### src/rtl/ir_fetch_ctrl.sv
// Instruction-fetch sequencer: PC, memory request, IR load/read strobes, decoder handoff.
// Latency 5 cycles run->instr_valid (+1 per mem_rdy-low REQ cycle); holds instr until instr_ack.
module ir_fetch_ctrl #(
    parameter int                ADDR_W   = 10,
    parameter int                INSTR_W  = 18,
    parameter logic [ADDR_W-1:0] RESET_PC = '0
) (
    input  logic               clk,
    input  logic               rst,
    input  logic               run,
    output logic               mem_rd,
    output logic [ADDR_W-1:0]  mem_addr,
    input  logic               mem_rdy,
    output logic               wr_IR,
    output logic               re_IR,
    input  logic [INSTR_W-1:0] IRout,
    output logic [INSTR_W-1:0] instr,
    output logic [ADDR_W-1:0]  instr_pc,
    output logic               instr_valid,
    input  logic               instr_ack,
    input  logic               pc_load,
    input  logic [ADDR_W-1:0]  pc_target,
    input  logic               halt,
    output logic               busy
);

    typedef enum logic [2:0] {
        S_IDLE,
        S_REQ,
        S_LOAD,
        S_READ,
        S_CAPT,
        S_PRESENT
    } state_t;

    state_t               state_q, state_d;
    logic [ADDR_W-1:0]    pc_q, pc_d;
    logic [INSTR_W-1:0]   instr_q, instr_d;
    logic [ADDR_W-1:0]    instr_pc_q, instr_pc_d;

    always_comb begin
        state_d    = state_q;
        pc_d       = pc_q;
        instr_d    = instr_q;
        instr_pc_d = instr_pc_q;
        unique case (state_q)
            S_IDLE: begin
                if (run) state_d = S_REQ;
            end
            S_REQ: begin
                if (mem_rdy) state_d = S_LOAD;
            end
            S_LOAD: state_d = S_READ;
            S_READ: state_d = S_CAPT;
            S_CAPT: begin
                // IRout is only driven during this cycle; PC advances here so a redirect can override it later.
                instr_d    = IRout;
                instr_pc_d = pc_q;
                pc_d       = pc_q + ADDR_W'(1);
                state_d    = S_PRESENT;
            end
            S_PRESENT: begin
                if (instr_ack) begin
                    state_d = halt ? S_IDLE : S_REQ;
                    if (pc_load) pc_d = pc_target;
                end
            end
            default: state_d = S_IDLE;
        endcase
    end

    always_ff @(posedge clk) begin
        if (rst) begin
            state_q    <= S_IDLE;
            pc_q       <= RESET_PC;
            instr_q    <= '0;
            instr_pc_q <= '0;
        end else begin
            state_q    <= state_d;
            pc_q       <= pc_d;
            instr_q    <= instr_d;
            instr_pc_q <= instr_pc_d;
        end
    end

    // Strobes are pure state decodes, so no input reaches an output combinationally.
    assign mem_rd      = (state_q == S_REQ) || (state_q == S_LOAD);
    assign wr_IR       = (state_q == S_LOAD);
    assign re_IR       = (state_q == S_READ);
    assign instr_valid = (state_q == S_PRESENT);
    assign busy        = (state_q != S_IDLE);
    assign mem_addr    = pc_q;
    assign instr       = instr_q;
    assign instr_pc    = instr_pc_q;

endmodule
### config.mk
export PLATFORM = sky130hd
export DESIGN_NAME = ir_fetch_ctrl
export DESIGN_NICKNAME = d
export VERILOG_FILES = /design/src/rtl/ir_fetch_ctrl.sv
export SDC_FILE = /design/constraint.sdc
export NUM_CORES = 1
export LEC_CHECK = 0
export BUFFER_PORTS_ARGS = -buffer_cell sky130_fd_sc_hd__buf_2
export CORE_MARGIN = 5
export CORE_UTILIZATION = 30
export DETAILED_ROUTE_END_ITERATION = 10
export SLEW_MARGIN = 20
export SYNTH_ARGS = -nofsm -noshare
export SYNTH_HDL_FRONTEND = slang
export SYNTH_SLANG_ARGS = --single-unit
### constraint.sdc
create_clock -name clk -period 2.9 [get_ports clk]
set_input_delay 0.145 -clock clk [delete_from_list [all_inputs] [get_ports clk]]
set_output_delay 0.145 -clock clk [all_outputs]
set_load 0.03 [all_outputs]
Word-level counts from Yosys, hierarchy flattened
Index checks and enable logic that the tools add are counted.

cells by class
  add/subtract/negate cells = 1
  eq/ne operators = 9
  multiplexer cells = 8
  reductions and logical operators = 6

operators with widths
  kind                                                                     count
  10-bit two-way mux                                                       2
  10-bit case mux with 2 select lines                                      1
  3-bit case mux with 6 select lines                                       1
  10-bit by 1-bit adder with 10-bit output, second input constant          1
  3-bit two-way mux                                                        3
  3-bit by 2-bit equality test with 1-bit output, second input constant    2
  3-bit equality test, second input constant                               2
  3-bit AND reduction                                                      2
  2-bit by 1-bit inequality test with 1-bit output, second input constant  2
  2-bit inequality test, second input constant                             2
  3-bit by 1-bit equality test with 1-bit output, second input constant    1
  3-bit zero test                                                          1
  3-bit nonzero test                                                       1
  2-bit nonzero test                                                       1
  1-bit logical OR                                                         1
  1-bit two-way mux                                                        1

storage, ports and cells
  register bits after elaboration = 41

Depth between registers and ports, before layout
  depth after elaboration = 3
  depth in mapped cells = 7

Least setup slack after synthesis
Ideal clock, no wire load.

  path kind = register to register
  from = register pc_q[0], in the netlist mem_addr[0]
  to = register pc_q[9], in the netlist mem_addr[9]
  setup time = 95 ps
  arrival time = 1718 ps
  data required time = 2805 ps
  setup slack = 1087 ps
  cell stages (with the launch flop) = 5
  path buffers = 0
  path through = dfxtp_1 > nand2_1 > or4_1 > or2_0 > a221oi_1

between the ends
  word-level cells in the longest chain between the ends = 2

RTL lines
  item                                      line  text
  from (decl)                               37    logic [ADDR_W-1:0] pc_q, pc_d;
  from (signal assigned)                    80    pc_q <= pc_d;
  10-bit by 1-bit adder with 10-bit output  59    pc_d = pc_q + ADDR_W'(1);
  10-bit case mux with 2 select lines       46    unique case (state_q)

No other way between the ends.
A chain may end at the register's enable or synchronous reset.

Worst setup path in the final report
  from = register state_q[0]
  to = register pc_q[7], in the netlist mem_addr[7]

between the ends
  word-level cells in the longest chain between the ends = 3
  elaborated cells on any way between the ends = 7
  those cells by class = 4 x eq/ne; 1 x mux; 2 x reduce/logical

RTL lines
  item                                                                                                     line  text
  from (decl)                                                                                              36    state_t state_q, state_d;
  from (signal assigned)                                                                                   79    state_q <= state_d;
  3-bit equality test                                                                                      46
  2-bit by 1-bit inequality test with 1-bit output (no source line) or 2-bit nonzero test (tied branches)  -
  3-bit AND reduction (no source line)                                                                     -

Parallel ways exist; a longest one is shown, timed or not.

==> metrics.md <==
| Metric | Value |
|---|---|
| Status | `finished, final reports clean` |
| Worst EP required | `3120 ps` |
| Flops & latches, synth | `41` |
| Syn Std Cell Area | `0.00174 mm^2` |
| Final wirelength | `4750 um` |
| Ant diodes | `0` |
| DRT Pass-1 Iters | `4` |
| Port bufs | `77` |
| Reg clk slew, reported paths | `80 ps` |
| Antenna Nets Post-Route | `0` |
| CTS Buf Count | `5` |
| PostCTS Resize Cnt | `0` |
| Clock Root Buffer | `clkbuf_8` |
| Sequential share of power | `55.4%` |
| Core Area | `0.00557 mm^2` |
| Final GP Congestion | `0.786` |
| Cells on Worst Hold Path | `3` |
| Top_reg_cell synth | `dfxtp_1` |
| Setup slack, reg-to-reg | `700 ps` |
| Critical path startpoint category | `flop` |
| Final setup violation count | `0` |
| Mapped Cells | `227` |
| Hold EP | `instr[11]` |
| Sequential fraction of the synthesis area | `47.2%` |
| Hold Startpoint | `IRout[11]` |
| P_leak | `0.954 nW` |
| CP arrival | `2420 ps` |
| Hold_buf cts | `0` |
| Final hold violations | `0` |
| Max-slew headroom | `46.8%` |
| Nets | `334` |
| Period utilization | `76.0%` |
| CP max FO | `17` |
| Cell variety after synth | `38` |
| Setup TNS | `0 ps` |
| Most common cell after layout, fill and taps aside | `buf_2` |
| HP Class | `input pin to flop` |
| DR vias | `1764` |
| Worst-path cell chain | `nand3b_1 > inv_2 > or4_1 > a221o_1 > a31oi_1` |
| Register-to-Register Path Depth | `5` |
| Slowest CP cell | `or4_1` |
| Setup bufs post-CTS | `0` |
| Clk Latency, worst-skew pair | `280 ps` |
| CTS tree | `built` |
| Logic gate share of total power | `11.0%` |
| Ratio of cells with drive above 1 in the final layout | `29.8%` |
| Clock network fraction of design power | `33.7%` |
| Standard-cell rows | `27` |
| Post-layout min period | `2200 ps` |
| Worst path buffer plus inverter count | `1` |
| Most frequent cells in the layout | `77 x buf_2, 65 x nand2_1, 41 x dfxtp_1` |
| Post-Syn Nets | `263` |
| Crit Reg-Reg Startpoint | `state_q[0]` |
| Largest net degree at the start of global routing | `44` |
| Setup crit end kind | `flop` |
| Vias per Instance | `4.75` |
| Switching pwr | `276 uW` |
| Violation count after the first detailed-routing iteration | `64` |
| Die Y | `86.1 um` |
| Detail Placement HPWL | `3380 um` |
| Horiz. Die Dim | `86.1 um` |
| Bufs on Longest Clock Path | `2` |
| Synth-to-layout area growth | `29.6%` |
| Syn. warnings | `0` |
| Die area | `0.00742 mm^2` |
| GRT Overall Usage | `12.8%` |
| Htree depth | `2` |
| Slew Limit Fails | `0` |
| Worst IR Drop VDD | `0.150 mV` |
| Critical Path Max Stage Delay | `580 ps` |
| Clock sink count | `41` |
| Fmax | `454 MHz` |
| Pint | `782 uW` |
| Crit path max-delay family | `simple AND/OR/NAND/NOR gates` |
| Pwr/cell area | `469 mW/mm^2` |
| Mean Syn Cell Area | `7.66 um^2` |
| First-pass GRT wire length | `7780 um` |
| Tot Pwr | `1.06 mW` |
| GRT overflow | `0` |
| Vias in the first global route | `1627` |
| I/O Pins | `78` |
| Worst R2R End | `mem_addr[7]` |
| DR DRC count | `0` |
| Initial antenna violation count | `0` |
| Slew @ Worst Pin | `798 ps` |
| Post-synth EDFFs | `0` |
| Setup CP Type | `flop to flop` |
| Max-Cap Viols | `0` |
| Sw Ratio | `26.1%` |
| WL per Instance | `12.8 um` |
| RSZ-0062 raised after global routing | `no` |
| Final Skew | `6.75 ps` |
| Initial core utilization | `31.2%` |
| Post-synth ARST share | `0%` |
==> per-layer routing <==
layer  GRT usage [%]  wire length (um)  vias to the layer above  share of wire [%]
met3            4.32               378                        5                8.0
met5               0                 0                        -                  0
met4            3.02                29                        0               0.61
met2            20.6              2220                       52                 47
li1                -                 -                      922                  -
met1            16.6              2120                      785                 45
==> worst max path at each step <==
stage                           start           to  slack, ps  cells past startpoint
final                      state_q[0]  mem_addr[7]        700                      5
after global routing       state_q[0]  mem_addr[7]        560                      5
after CTS                  state_q[0]  mem_addr[7]        710                      5
after detailed placement   state_q[0]  mem_addr[7]        740                      5
after global placement     state_q[0]  mem_addr[7]        800                      5
after floorplan           mem_addr[0]  mem_addr[9]       1090                      4
==> state kept, by name, indices dropped and copies added, names as in the netlist <==
signal	flops
instr	18
instr_pc	10
mem_addr	10
state_q	3
==> tightest hold or removal path, stage by stage <==
cell	delay, ps
buf_2	90
nand2_1	40
a21oi_1	50
==> Yosys cell counts (all sizes together) (3+ instances only) <==
cell type,n,area (um^2)
nor2,9,33.8
nand2,65,244
inv,4,15.0
o21ai,9,45.0
buf,3,15.0
nand3,4,20.0
a21oi,39,195
clkbuf,12,45.0
a31oi,3,18.8
dfxtp,41,821
a211oi,4,30.0
==> cell type report <==
class / instances / area, um^2
inverter: 4 / 15.0
clock inverter: 2 / 10.0
tap: 72 / 90.1
multi-input combinational: 167 / 846
clock buffer: 6 / 72.6
sequential: 41 / 821
timing repair buffer: 79 / 400
fill: 618 / 3320
==> cell families after synthesis <==
logic type | after synthesis | synth area share (%)
AOI/OAI and AO/OA | 66 | 21.8
muxes | 1 | 0.576
xor gates and xnor gates | 1 | 0.504
buffers and inverters | 19 | 4.32
adders and majority gates | 1 | 0.719
and+or+nand+nor | 98 | 24.9
DFF | 41 | 47.2
==> power groups by stage <==
stage	combinational, mW	clock [mW]	sequential, mW
floorplan	0.0672	0	0.601
global placement	0.118	0	0.598
detailed placement	0.117	0	0.599
CTS	0.117	0.376	0.585
global route	0.128	0.409	0.589
finish	0.116	0.356	0.585
==> metrics by stage <==
stage | hold slack [ps] | instances | worst slack [ps] | utilization [%] | instance area, um^2
2_1_floorplan | 281 | 227 | 1090 | - | 1740
3_3_place_gp | 387 | 363 | 805 | 39.0 | 2170
3_5_place_dp | 392 | 363 | 739 | 39.0 | 2170
4_1_cts | 78.4 | 371 | 712 | 40.4 | 2250
5_1_grt | 67.0 | 371 | 559 | 40.4 | 2250
6_report | 90.4 | 371 | 696 | 40.4 | 2250
Power figures use the tool's default switching activity.
